<file path="config.mk">
export PLATFORM = sky130hd
export DESIGN_NAME = j1_io_hub
export DESIGN_NICKNAME = d
export VERILOG_FILES = /design/src/rtl/j1_io_hub.sv
export SDC_FILE = /design/constraint.sdc
export NUM_CORES = 1
export LEC_CHECK = 0
export BUFFER_PORTS_ARGS = -buffer_cell sky130_fd_sc_hd__buf_2
export CAP_MARGIN = 20
export CORE_ASPECT_RATIO = 0.8
export CORE_MARGIN = 10
export CORE_UTILIZATION = 60
export DETAILED_ROUTE_END_ITERATION = 10
export GPL_TIMING_DRIVEN = 0
export PLACE_DENSITY_LB_ADDON = 0.2
export SETUP_SLACK_MARGIN = 0.2
export SYNTH_ARGS = -nofsm -noshare
export SYNTH_HDL_FRONTEND = slang
export SYNTH_SLANG_ARGS = --single-unit
export TNS_END_PERCENT = 30
</file>
<file path="constraint.sdc">
create_clock -name clk -period 4.85 [get_ports clk]
set_input_delay 0.2425 -clock clk [delete_from_list [all_inputs] [get_ports clk]]
set_output_delay 0.2425 -clock clk [all_outputs]
set_load 0.05 [all_outputs]
</file>
<file path="src/rtl/j1_io_hub.sv">
// rtl/j1_io_hub.sv - J1 I/O hub: registered write decode, UART TX/RX FIFO, LEDs, debounced keys
module j1_io_hub #(
    parameter int LEDS            = 4,
    parameter bit LED_ACTIVE_LOW  = 1'b1,
    parameter int KEYS            = 2,
    parameter bit KEY_IDLE        = 1'b1,
    parameter int DEBOUNCE_CYCLES = 50000,
    parameter int FIFO_DEPTH      = 16
) (
    input  logic            clk,
    input  logic            resetq,
    input  logic            io_wr,
    input  logic [15:0]     mem_addr,
    input  logic [31:0]     dout,
    output logic [31:0]     io_din,
    input  logic            uart_rx_valid,
    input  logic [7:0]      uart_rx_data,
    output logic            uart_rx_rd,
    input  logic            uart_tx_busy,
    output logic            uart_tx_wr,
    output logic [7:0]      uart_tx_data,
    input  logic [KEYS-1:0] keys,
    output logic [LEDS-1:0] leds
);
    localparam int AW = $clog2(FIFO_DEPTH);
    localparam int CW = $clog2(DEBOUNCE_CYCLES);
    localparam logic [AW:0]   FULL_COUNT = (AW+1)'(FIFO_DEPTH);
    localparam logic [CW-1:0] CNT_LAST   = CW'(DEBOUNCE_CYCLES - 1);

    typedef enum logic {S_IDLE, S_HOLD} rx_state_e;

    logic                      wr_q, wr_d;
    logic [15:0]               addr_q, addr_d;
    logic [31:0]               dout_q, dout_d;
    logic [7:0]                tx_data_q, tx_data_d;
    logic [LEDS-1:0]           led_q, led_d;
    logic [AW-1:0]             rd_ptr_q, rd_ptr_d, wr_ptr_q, wr_ptr_d;
    logic [AW:0]               count_q, count_d;
    logic                      ovf_q, ovf_d;
    rx_state_e                 state_q, state_d;
    logic                      rx_rd_q, rx_rd_d;
    logic [KEYS-1:0]           sync1_q, sync1_d, sync2_q, sync2_d, deb_q, deb_d;
    logic [KEYS-1:0][CW-1:0]   cnt_q, cnt_d;
    logic [7:0]                mem_q [FIFO_DEPTH];

    logic tx_sel, pop_sel, led_sel, ctrl_sel;
    logic flush, ovf_clr, fifo_empty, fifo_full, accept, push, pop;
    logic [7:0] keys_ext, head_byte, count_ext;
    logic unused_dout_bits;

    assign tx_sel     = wr_q && (addr_q == 16'h0000);
    assign pop_sel    = wr_q && (addr_q == 16'h0002);
    assign led_sel    = wr_q && (addr_q == 16'h0004);
    assign ctrl_sel   = wr_q && (addr_q == 16'h0006);
    assign flush      = ctrl_sel && dout_q[0];
    assign ovf_clr    = ctrl_sel && dout_q[1];
    assign fifo_empty = (count_q == '0);
    assign fifo_full  = (count_q == FULL_COUNT);
    // A flush cycle blocks the drain so the byte waits in buart for the next cycle.
    assign accept     = (state_q == S_IDLE) && uart_rx_valid && !flush;
    assign push       = accept && !fifo_full;
    assign pop        = pop_sel && !fifo_empty && !flush;
    assign unused_dout_bits = ^dout_q[31:8];

    always_comb begin
        wr_d      = io_wr;
        addr_d    = mem_addr;
        dout_d    = dout;
        tx_data_d = tx_sel ? dout_q[7:0] : tx_data_q;
        led_d     = led_q;
        if (led_sel) begin
            led_d = LED_ACTIVE_LOW ? ~dout_q[LEDS-1:0] : dout_q[LEDS-1:0];
        end

        rd_ptr_d = rd_ptr_q;
        wr_ptr_d = wr_ptr_q;
        count_d  = count_q;
        if (push) begin
            wr_ptr_d = wr_ptr_q + AW'(1);
        end
        if (flush) begin
            rd_ptr_d = wr_ptr_q;
            count_d  = '0;
        end else begin
            if (pop) begin
                rd_ptr_d = rd_ptr_q + AW'(1);
            end
            case ({push, pop})
                2'b10:   count_d = count_q + (AW+1)'(1);
                2'b01:   count_d = count_q - (AW+1)'(1);
                default: count_d = count_q;
            endcase
        end

        ovf_d = ovf_q;
        if (accept && fifo_full) begin
            ovf_d = 1'b1;
        end else if (ovf_clr) begin
            ovf_d = 1'b0;
        end

        state_d = state_q;
        rx_rd_d = 1'b0;
        case (state_q)
            S_IDLE: if (accept) begin
                rx_rd_d = 1'b1;
                state_d = S_HOLD;
            end
            S_HOLD:  state_d = S_IDLE;
            default: state_d = S_IDLE;
        endcase

        sync1_d = keys;
        sync2_d = sync1_q;
        deb_d   = deb_q;
        cnt_d   = cnt_q;
        for (int k = 0; k < KEYS; k++) begin
            if (sync2_q[k] == deb_q[k]) begin
                cnt_d[k] = '0;
            end else if (cnt_q[k] == CNT_LAST) begin
                deb_d[k] = sync2_q[k];
                cnt_d[k] = '0;
            end else begin
                cnt_d[k] = cnt_q[k] + CW'(1);
            end
        end
    end

    always_ff @(posedge clk or negedge resetq) begin
        if (!resetq) begin
            wr_q      <= 1'b0;
            addr_q    <= '0;
            dout_q    <= '0;
            tx_data_q <= '0;
            led_q     <= {LEDS{LED_ACTIVE_LOW}};
            rd_ptr_q  <= '0;
            wr_ptr_q  <= '0;
            count_q   <= '0;
            ovf_q     <= 1'b0;
            state_q   <= S_IDLE;
            rx_rd_q   <= 1'b0;
            sync1_q   <= {KEYS{KEY_IDLE}};
            sync2_q   <= {KEYS{KEY_IDLE}};
            deb_q     <= {KEYS{KEY_IDLE}};
            cnt_q     <= '0;
        end else begin
            wr_q      <= wr_d;
            addr_q    <= addr_d;
            dout_q    <= dout_d;
            tx_data_q <= tx_data_d;
            led_q     <= led_d;
            rd_ptr_q  <= rd_ptr_d;
            wr_ptr_q  <= wr_ptr_d;
            count_q   <= count_d;
            ovf_q     <= ovf_d;
            state_q   <= state_d;
            rx_rd_q   <= rx_rd_d;
            sync1_q   <= sync1_d;
            sync2_q   <= sync2_d;
            deb_q     <= deb_d;
            cnt_q     <= cnt_d;
        end
    end

    always_ff @(posedge clk) begin
        if (push) begin
            mem_q[wr_ptr_q] <= uart_rx_data;
        end
    end

    always_comb begin
        keys_ext             = '0;
        keys_ext[KEYS-1:0]   = deb_q;
        count_ext            = '0;
        count_ext[AW:0]      = count_q;
        head_byte            = fifo_empty ? 8'h00 : mem_q[rd_ptr_q];
        io_din = {count_ext, head_byte, 4'b0000, fifo_full, ovf_q, !fifo_empty,
                  uart_tx_busy, keys_ext};
    end

    assign uart_tx_wr   = tx_sel;
    assign uart_tx_data = tx_data_d;
    assign uart_rx_rd   = rx_rd_q;
    assign leds         = led_q;
endmodule
</file>
# Word-level counts from Yosys, hierarchy flattened
# Memory sizes are Yosys's and may differ from the RTL's.
# Cells that the tools add are included.
# op_classes
reduce_logical,22
muxes,17
n_addsub,6
bitwise,4
n_eq_ne,10
# ops
operator,n
16-bit 2-to-1 mux,4
16-bit by 1-bit adder with 16-bit output (second input constant),2
16-bit equality test (second input constant),2
16-bit by 3-bit equality test with 1-bit output (second input constant),2
16-bit by 2-bit equality test with 1-bit output (second input constant),1
16-bit logical NOT,1
8-bit 2-to-1 mux,2
1-bit logical AND,12
5-bit one-hot mux with 2 select lines,1
4-bit by 1-bit adder with 4-bit output (second input constant),2
4-bit 2-to-1 mux,2
1-bit 2-to-1 mux,6
5-bit by 1-bit adder with 5-bit output (second input constant),1
5-bit equality test (second input constant),1
5-bit logical NOT,1
5-bit 2-to-1 mux,1
5-bit by 1-bit subtractor with 5-bit output (second input constant),1
4-bit inverter,1
2-bit AND reduction,2
2-bit nonzero test,2
1-bit logical NOT,3
1-bit inverter,3
3-bit nonzero test,1
1-bit equality test,2
other kinds (3),3
# totals
output_inout_bits,46
mem_count,1
wordCells,77
reg_bits,91
ram_bits,128
in_bits,63
# memory_table
name,words,word_bits,read_ports,rd_clocked_by_memory_dff,wr,line,rtl
mem_q,16,8,1,0,1,44,logic [7:0] mem_q [FIFO_DEPTH];

# Depth between registers and ports, before layout
# Gate-level depths: netlist of run 1.
# depth
word_depth,9
mapped_depth,11
mapped_depth_nobuf,11

# Worst setup path before layout of run 1
# Ideal clock, no wire load.
# synth_timing
path_kind,register -> register
from,"reg, netlist name uart_rx_rd"
to,mem mem_q[3][0] (enable)
synth_period_minus_slack_ps,2764
stages_incl_launch_ff,7
slack_ps,2086
setup_time_ps,395
required_ps,4455
arrival_time_ps,2369
path_buffers,2
cell_sequence,dfrtp_1 > nand2b_1 > clkbuf_1 > a21o_1 > a31o_2 > buf_2 > nor4_1
# synth_rtl
item,line
to (decl),44

# Worst setup path after layout of run 1
# layout_timing
from,reg addr_q[0]
to,reg count_q[4]
# layout_between
elab_chain_len,9
word_cells_on_any_way,15
cone_classes,eq/ne: 4; mux: 2; reduce/logical: 9
# layout_lines
item,line,rtl
from (decl),33,"logic [15:0] addr_q, addr_d;"
from (signal assigned),148,addr_q <= addr_d;
16-bit by 3-bit equality test with 1-bit output,54,assign ctrl_sel = wr_q && (addr_q == 16'h0006);
1-bit logical AND,54,
1-bit logical AND,55,assign flush = ctrl_sel && dout_q[0];
1-bit logical NOT,"60, 62",
1-bit logical AND,60,assign accept = (state_q == S_IDLE) && uart_rx_valid && !flush;
1-bit logical AND,61,assign push = accept && !fifo_full;
2-bit by 1-bit equality test with 1-bit output or 2-bit equality test (tied branches),88,"case ({push, pop})"
5-bit one-hot mux with 2 select lines,88,
5-bit 2-to-1 mux,81,if (flush) begin
to (signal assigned),154,count_q <= count_d;
to (decl),38,"logic [AW:0] count_q, count_d;"
# Several ways; a longest one is shown, not always the timed one.
# A chain may end at the register's enable or synchronous reset.

==> flow_metrics.py, run 1 <==
metrics = {
    "run_status": {
        "status": "finished, final reports clean",
    },
    "sta": {
        "tns_ps": 0,
        "final.min_clock_period_ps": 3160,
        "fin_crit_sh_pct": 65.1,
        "fin_skew_ps": 8.59,
        "whs_ps": 148,
        "max_clock_freq_ghz": 0.317,
        "setup_viol": 0,
        "relSlewSlack_pct": 45.1,
        "finalHoldViolations": 0,
        "grt_setup_unrepaired": "false",
        "worst_pin_slew_ps": 821,
        "slew_viol_final": 0,
    },
    "synth": {
        "syn_area_per_cell_um2": 16.0,
        "netlist_area_um2": 9190,
        "async_flop_share_pct": 41.3,
        "ys.flop_type": "edfxtp_1",
        "synth_top_area_cell": "edfxtp_1",
        "yosysSeqAreaShare_pct": 66.5,
        "synth_top_area_share_pct": 41.8,
        "synth_edf_count": 128,
        "synth_cells": 573,
        "yosys_warnings": 0,
        "synth_cell_types": 57,
        "yosys-top-cells-area": "edfxtp_1, dfrtp_1, mux4_2",
        "ys_ff_latch": 218,
    },
    "pwr": {
        "peakVddDrop_v": 0.000264,
        "power.leakage_nw": 4.25,
        "clkPwrFrac_pct": 35.0,
        "seqPwrFrac_pct": 49.6,
        "combPwrFrac_pct": 15.4,
        "p_switching_w": 0.00120,
        "power_density_nw_per_um2": 408,
        "power.internal_w": 0.00321,
        "swShare_pct": 27.2,
    },
    "routing": {
        "antenna_left": 0,
        "wirelength_um": 19100,
        "dr.pass1.iters": 5,
        "routedWlPerCell_um": 21.0,
        "drt-vias-per-instance": 5.77,
        "vias": 5252,
        "drtIter0Drc": 395,
        "drc": 0,
    },
    "floorplanning": {
        "num_io_pins": 109,
        "die_area_um2": 20700,
        "die_w_um": 158,
        "core_um2": 15000,
        "die_y_um": 131,
        "fp-row-count": 40,
        "start_util_pct": 61.2,
    },
    "global_route": {
        "grt_overflow_total": 0,
        "antenna_found_initial": 0,
        "track_usage_pct": 18.7,
        "grt_first_pass_wirelength_um": 29900,
        "grt_max_degree": 70,
        "grt_pass1_vias": 5539,
    },
    "finish": {
        "num_antenna_cells": 0,
        "syn_to_final_growth_pct": 17.5,
        "fin_nets": 782,
        "utilization_pct": 71.9,
        "finalNonFillerCells": 911,
        "fin_area_um2": 10800,
        "drive_above_1_share_pct": 26.7,
    },
    "critical_path": {
        "path_class": "flop to flop",
        "crit_required_ps": 5220,
        "start_kind": "flop",
        "cp.arrival_ps": 3520,
        "end_kind": "flop",
        "cp_max_fo": 5,
    },
    "clock_tree": {
        "h-tree-depth": 1,
        "root_buffer": "clkbuf_16",
        "clk_path_buf_depth": 3,
        "hold_buffers": 28,
        "cts_setup_buffers": 0,
        "clock_sinks": 218,
        "post_cts_resized": 0,
        "cts-buffers-inserted": 21,
        "cts.clk_slew.worst_paths_ps": 60,
        "insertion_delay_ps": 490,
        "cts_tree": "yes",
    },
    "placement": {
        "dpl.hpwl_um": 12800,
        "post_dp_cell_area_um2": 9860,
        "place.gp.congestion": 0.837,
        "place.port_buffers": 70,
        "dp.cells": 846,
    },
    "job": {
        "maxCapViolCount": 0,
    },
    "hold_path": {
        "holdCritPathClass": "primary input to flop",
    },
}
[per-stage QoR]
step | total power (W) | setup slack (ps)
global route | 0.00459 | 1640
CTS | 0.00443 | 1830
detailed placement | 0.00287 | 1890
global placement | 0.00284 | 1460
floorplan | 0.00267 | 2090
finish | 0.00440 | 1690
[cells by family after synthesis]
group / after synthesis / synth area share, %
flops: 218 / 66.5
buf+inv: 49 / 3.45
compound gates: 35 / 2.81
xor+xnor: 34 / 3.24
simple gates: 173 / 10.4
fa+ha+maj: 11 / 1.58
other cells: 1 / 0.0408
mux: 52 / 12.0
[per-layer routing]
metal | vias up | global-route usage (%) | share of wire [%]
li1 | 2409 | - | -
met1 | 2628 | 24.5 | 41
met2 | 181 | 31.1 | 49
met3 | 34 | 4.41 | 8.0
met4 | 0 | 4.95 | 1.9
met5 | - | 0 | 0
[path summary, 6_finish.rpt]
check | from | to | slack (ps) | cells after the start
max | addr_q[0] | count_q[4] | 1690 | 10
min | uart_rx_data[4] | mem_q[4][4] | 150 | 1
max reg2reg | addr_q[0] | count_q[4] | 1690 | 10
min reg2reg | sync1_q[0] | sync2_q[0] | 360 | 0
max in group asynchronous | resetq | sync1_q[0] | 3990 | 3
min in group asynchronous | resetq | tx_data_q[2] | 190 | 2
[state kept, by name, indices dropped and copies added, names as in the netlist]
signal	cells
addr_q	16
cnt_q	32
count_q	5
deb_q	2
dout_q	8
leds	4
mem_q	128
ovf_q	1
rd_ptr_q	4
sync1_q	2
sync2_q	2
tx_data_q	8
uart_rx_rd	1
wr_ptr_q	4
wr_q	1
[layout by cell type (no fill, tap or decap), types with 11 or more instances in the layout]
cell type	Yosys	final
and3_1	13	13
buf_2	6	75
buf_4	17	19
clkbuf_16	0	21
conb_1	1	13
dfrtp_1	80	80
dlygate4sd3_1	0	28
edfxtp_1	128	128
inv_1	13	13
mux2_2	12	12
mux4_1	18	18
mux4_2	22	22
nand2_1	29	29
nand3_1	13	13
nand4_1	11	11
nor2_1	49	49
nor3_1	12	12
xnor2_1	13	13
xor2_1	21	21
[cell type report]
type                            count  area, um2
Clock inverter                     11       85.1
Fill cell                         939       4220
Tap cell                          189        236
Buffer                             36        268
Sequential cell                   218       6110
Timing Repair Buffer              100        668
Inverter                           13       48.8
Clock buffer                       26        566
Multi-Input combinational cell    318       2810
[cells in the mapped netlist, types with 3 or more instances]
cell type / instances
edfxtp_1: 128
dfrtp_1: 80
nor2_1: 49
nand2_1: 29
mux4_2: 22
xor2_1: 21
mux4_1: 18
buf_4: 17
and3_1: 13
inv_1: 13
nand3_1: 13
xnor2_1: 13
mux2_2: 12
nor3_1: 12
nand4_1: 11
dfstp_2: 10
ha_1: 10
o21ai_0: 10
and2_1: 8
clkbuf_1: 7
nor2b_4: 7
buf_2: 6
nor4_1: 6
and4_1: 4
nand2b_1: 4
nor4b_1: 4
a21o_1: 3
a21oi_1: 3
buf_6: 3
nor2b_1: 3
o2bb2ai_1: 3
or3_1: 3
[critical path, stage by stage, from the launching register on]
cell       delay, ps
dfrtp_1          390
nor4b_1          540
nand4_1          340
nor2_1           300
nand2_1          160
fa_1             420
nand2b_1         160
o2bb2ai_1        210
o221ai_1         240
o311a_1          210
o21ai_1           60
[power by group through the flow]
stage | Sequential (W) | Combinational (W) | Clock, W
floorplan | 0.00227 | 0.000404 | 0
global placement | 0.00221 | 0.000632 | 0
detailed placement | 0.00222 | 0.000658 | 0
CTS | 0.00218 | 0.000681 | 0.00156
global route | 0.00220 | 0.000736 | 0.00165
finish | 0.00218 | 0.000680 | 0.00154
Note: power is estimated with default switching activity, not from simulation.
==> run 2: changes to the inputs <==
--- a/config.mk
+++ b/config.mk
@@ -9,7 +9,7 @@
 export CAP_MARGIN = 20
 export CORE_ASPECT_RATIO = 0.8
 export CORE_MARGIN = 10
-export CORE_UTILIZATION = 60
+export CORE_UTILIZATION = 58
 export DETAILED_ROUTE_END_ITERATION = 10
 export GPL_TIMING_DRIVEN = 0
 export PLACE_DENSITY_LB_ADDON = 0.2
==> constraint.sdc (replaced) <==
create_clock -name clk -period 3.25 [get_ports clk]
set_input_delay 0.1625 -clock clk [delete_from_list [all_inputs] [get_ports clk]]
set_output_delay 0.1625 -clock clk [all_outputs]
set_load 0.05 [all_outputs]
==> run 2 against run 1 <==
  * Sequential power rose by 50%
  * Final area rose by 0.31%
  * Register-to-register slack got worse by 1200 ps
  * Critical path type is now flop to output pin
  * Highest routed layer unchanged
==> flow_metrics.py, run 2 (synthesized netlist as in run 1, its figures left out) <==
metrics = {
    "finish": {
        "top_register": "mem_q",
        "largest_reg_flops": 128,
        "final_common_cell": "edfxtp_1",
        "layout.area.seq_um2": 6110,
        "nFillCells": 1016,
        "syn_to_final_growth_pct": 17.9,
        "multi_input_area_um2": 2840,
        "utilization_pct": 69.2,
        "num_antenna_cells": 0,
        "fin_nets": 783,
        "drive_above_1_share_pct": 26.9,
        "top_regs": "mem_q x128, cnt_q x32, addr_q x16",
        "final_cell_mix": "edfxtp_1, dfrtp_1, buf_2",
    },
    "sta": {
        "final.min_clock_period_ps": 2900,
        "fin_skew_ps": 21.1,
        "fin_crit_sh_pct": 89.2,
        "finalHoldViolations": 0,
        "relSlewSlack_pct": 39.5,
        "max_clock_freq_ghz": 0.345,
        "setup_viol": 0,
        "grt_setup_unrepaired": "false",
        "slew_viol_final": 0,
        "tns_ps": 0,
        "worst_pin_slew_ps": 904,
    },
    "pwr": {
        "peakVddDrop_v": 0.000412,
        "power_density_nw_per_um2": 599,
        "power.leakage_nw": 4.25,
        "power_w": 0.00649,
    },
    "floorplanning": {
        "num_io_pins": 109,
        "die_area_um2": 21300,
        "die_y_um": 133,
        "start_util_pct": 58.7,
        "core_um2": 15600,
        "fp-row-count": 41,
        "die_w_um": 161,
    },
    "critical_path": {
        "end_kind": "output pin",
        "timing.rr.end": "count_q[4]",
        "r2r_slack_ps": 490,
        "cp.arrival_ps": 2740,
        "r2r_cells": 10,
        "r2r-start": "count_q[1]",
        "start_kind": "flop",
        "path_class": "flop to output pin",
        "cp_max_fo": 10,
        "crit_required_ps": 3090,
    },
    "clock_tree": {
        "insertion_delay_ps": 490,
        "clock_sinks": 218,
        "cts.clk_slew.worst_paths_ps": 70,
        "clk_path_buf_depth": 3,
        "h-tree-depth": 1,
        "cts-buffers-inserted": 21,
        "root_buffer": "clkbuf_16",
        "cts_tree": "yes",
    },
    "job": {
        "maxCapViolCount": 0,
    },
    "global_route": {
        "grt_first_pass_wirelength_um": 30500,
        "grt_pass1_vias": 5499,
        "track_usage_pct": 17.9,
        "antenna_found_initial": 0,
        "grt_max_degree": 72,
        "grt_overflow_total": 0,
    },
    "hold_path": {
        "hp-start": "uart_rx_data[4]",
        "worstHoldEndpoint": "mem_q[4][4]",
        "holdCritPathClass": "primary input to flop",
        "hold_depth": 1,
    },
    "routing": {
        "routedWlPerCell_um": 20.4,
        "drtIter0Drc": 474,
        "antenna_left": 0,
        "drc": 0,
        "vias": 5326,
        "wirelength_um": 19100,
        "dr.pass1.iters": 5,
        "drt-vias-per-instance": 5.68,
    },
    "run_status": {
        "status": "finished, final reports clean",
    },
    "placement": {
        "dpl.hpwl_um": 12700,
        "place.port_buffers": 70,
        "place.gp.congestion": 0.831,
    },
}
-- run 2: cell count changes in the layout (fill, tap and decap cells not counted), sizes merged --
cell / change
bufinv: -1
clkbuf: +5
clkinvlp: -3
clkinv: -2
buf: +1
-- run 2: layer usage --
metal  track usage [%]  share of wire (%)
met1              24.5                 42
met2              29.2                 48
met3              3.29                7.8
met4              4.24                1.8
met5                 0                  0
-- run 2: metrics by stage --
step / hold slack (ps) / std cells / instance area (um2) / setup slack, ps
3_3_place_gp: 269 / 870 / 9850 / -269
3_5_place_dp: 68.1 / 872 / 9900 / 312
6_report: 55.7 / 937 / 10800 / 351
5_1_grt: 68.7 / 937 / 10800 / 214
4_1_cts: 55.0 / 936 / 10800 / 289
2_1_floorplan: -133 / 585 / 9230 / 486
-- run 2: cell type report --
| class | instances | area share [%] |
|---|---|---|
| Buffer | 36 | 2.47 |
| Clock buffer | 31 | 5.51 |
| Clock inverter | 5 | 0.220 |
| Inverter | 13 | 0.451 |
| Multi-Input combinational cell | 318 | 26.2 |
| Sequential cell | 218 | 56.4 |
| Tap cell | 215 | 2.48 |
| Timing Repair Buffer | 101 | 6.24 |
-- run 2: how the worst max path moves through the flow --
| stage | from | end | slack, ps | depth (start not counted) |
|---|---|---|---|---|
| finish | rd_ptr_q[0] | io_din[17] | 350 | 6 |
| global placement | uart_rx_rd | mem_q[3][3] | -270 | 6 |
| CTS | addr_q[4] | count_q[4] | 290 | 10 |
| detailed placement | addr_q[4] | count_q[4] | 310 | 10 |
| floorplan | uart_rx_rd | mem_q[3][0] | 490 | 6 |
| global route | count_q[1] | count_q[4] | 210 | 9 |
-- run 2: repair_timing --
action / 4_1_cts / 5_1_grt
gates resized for setup: 0 / 4
buffers inserted: 0 / 1
setup endpoints to repair: 0 / 1
hold buffers: 28 / 0
hold endpoints to repair: 111 / 0
-- run 2: critical path: stages (launching register included) --
cell     delay (ps)
dfrtp_1         390
buf_6           190
buf_8           170
mux4_1          610
mux4_2          520
nor2b_4         140
buf_2           210
-- run 2: power breakdown --
group | leakage [nW] | internal, W | switching (W)
combinational | 1.65 | 0.000330 | 0.000686
sequential | 2.29 | 0.00314 | 0.000117
clock | 0.309 | 0.00127 | 0.000948
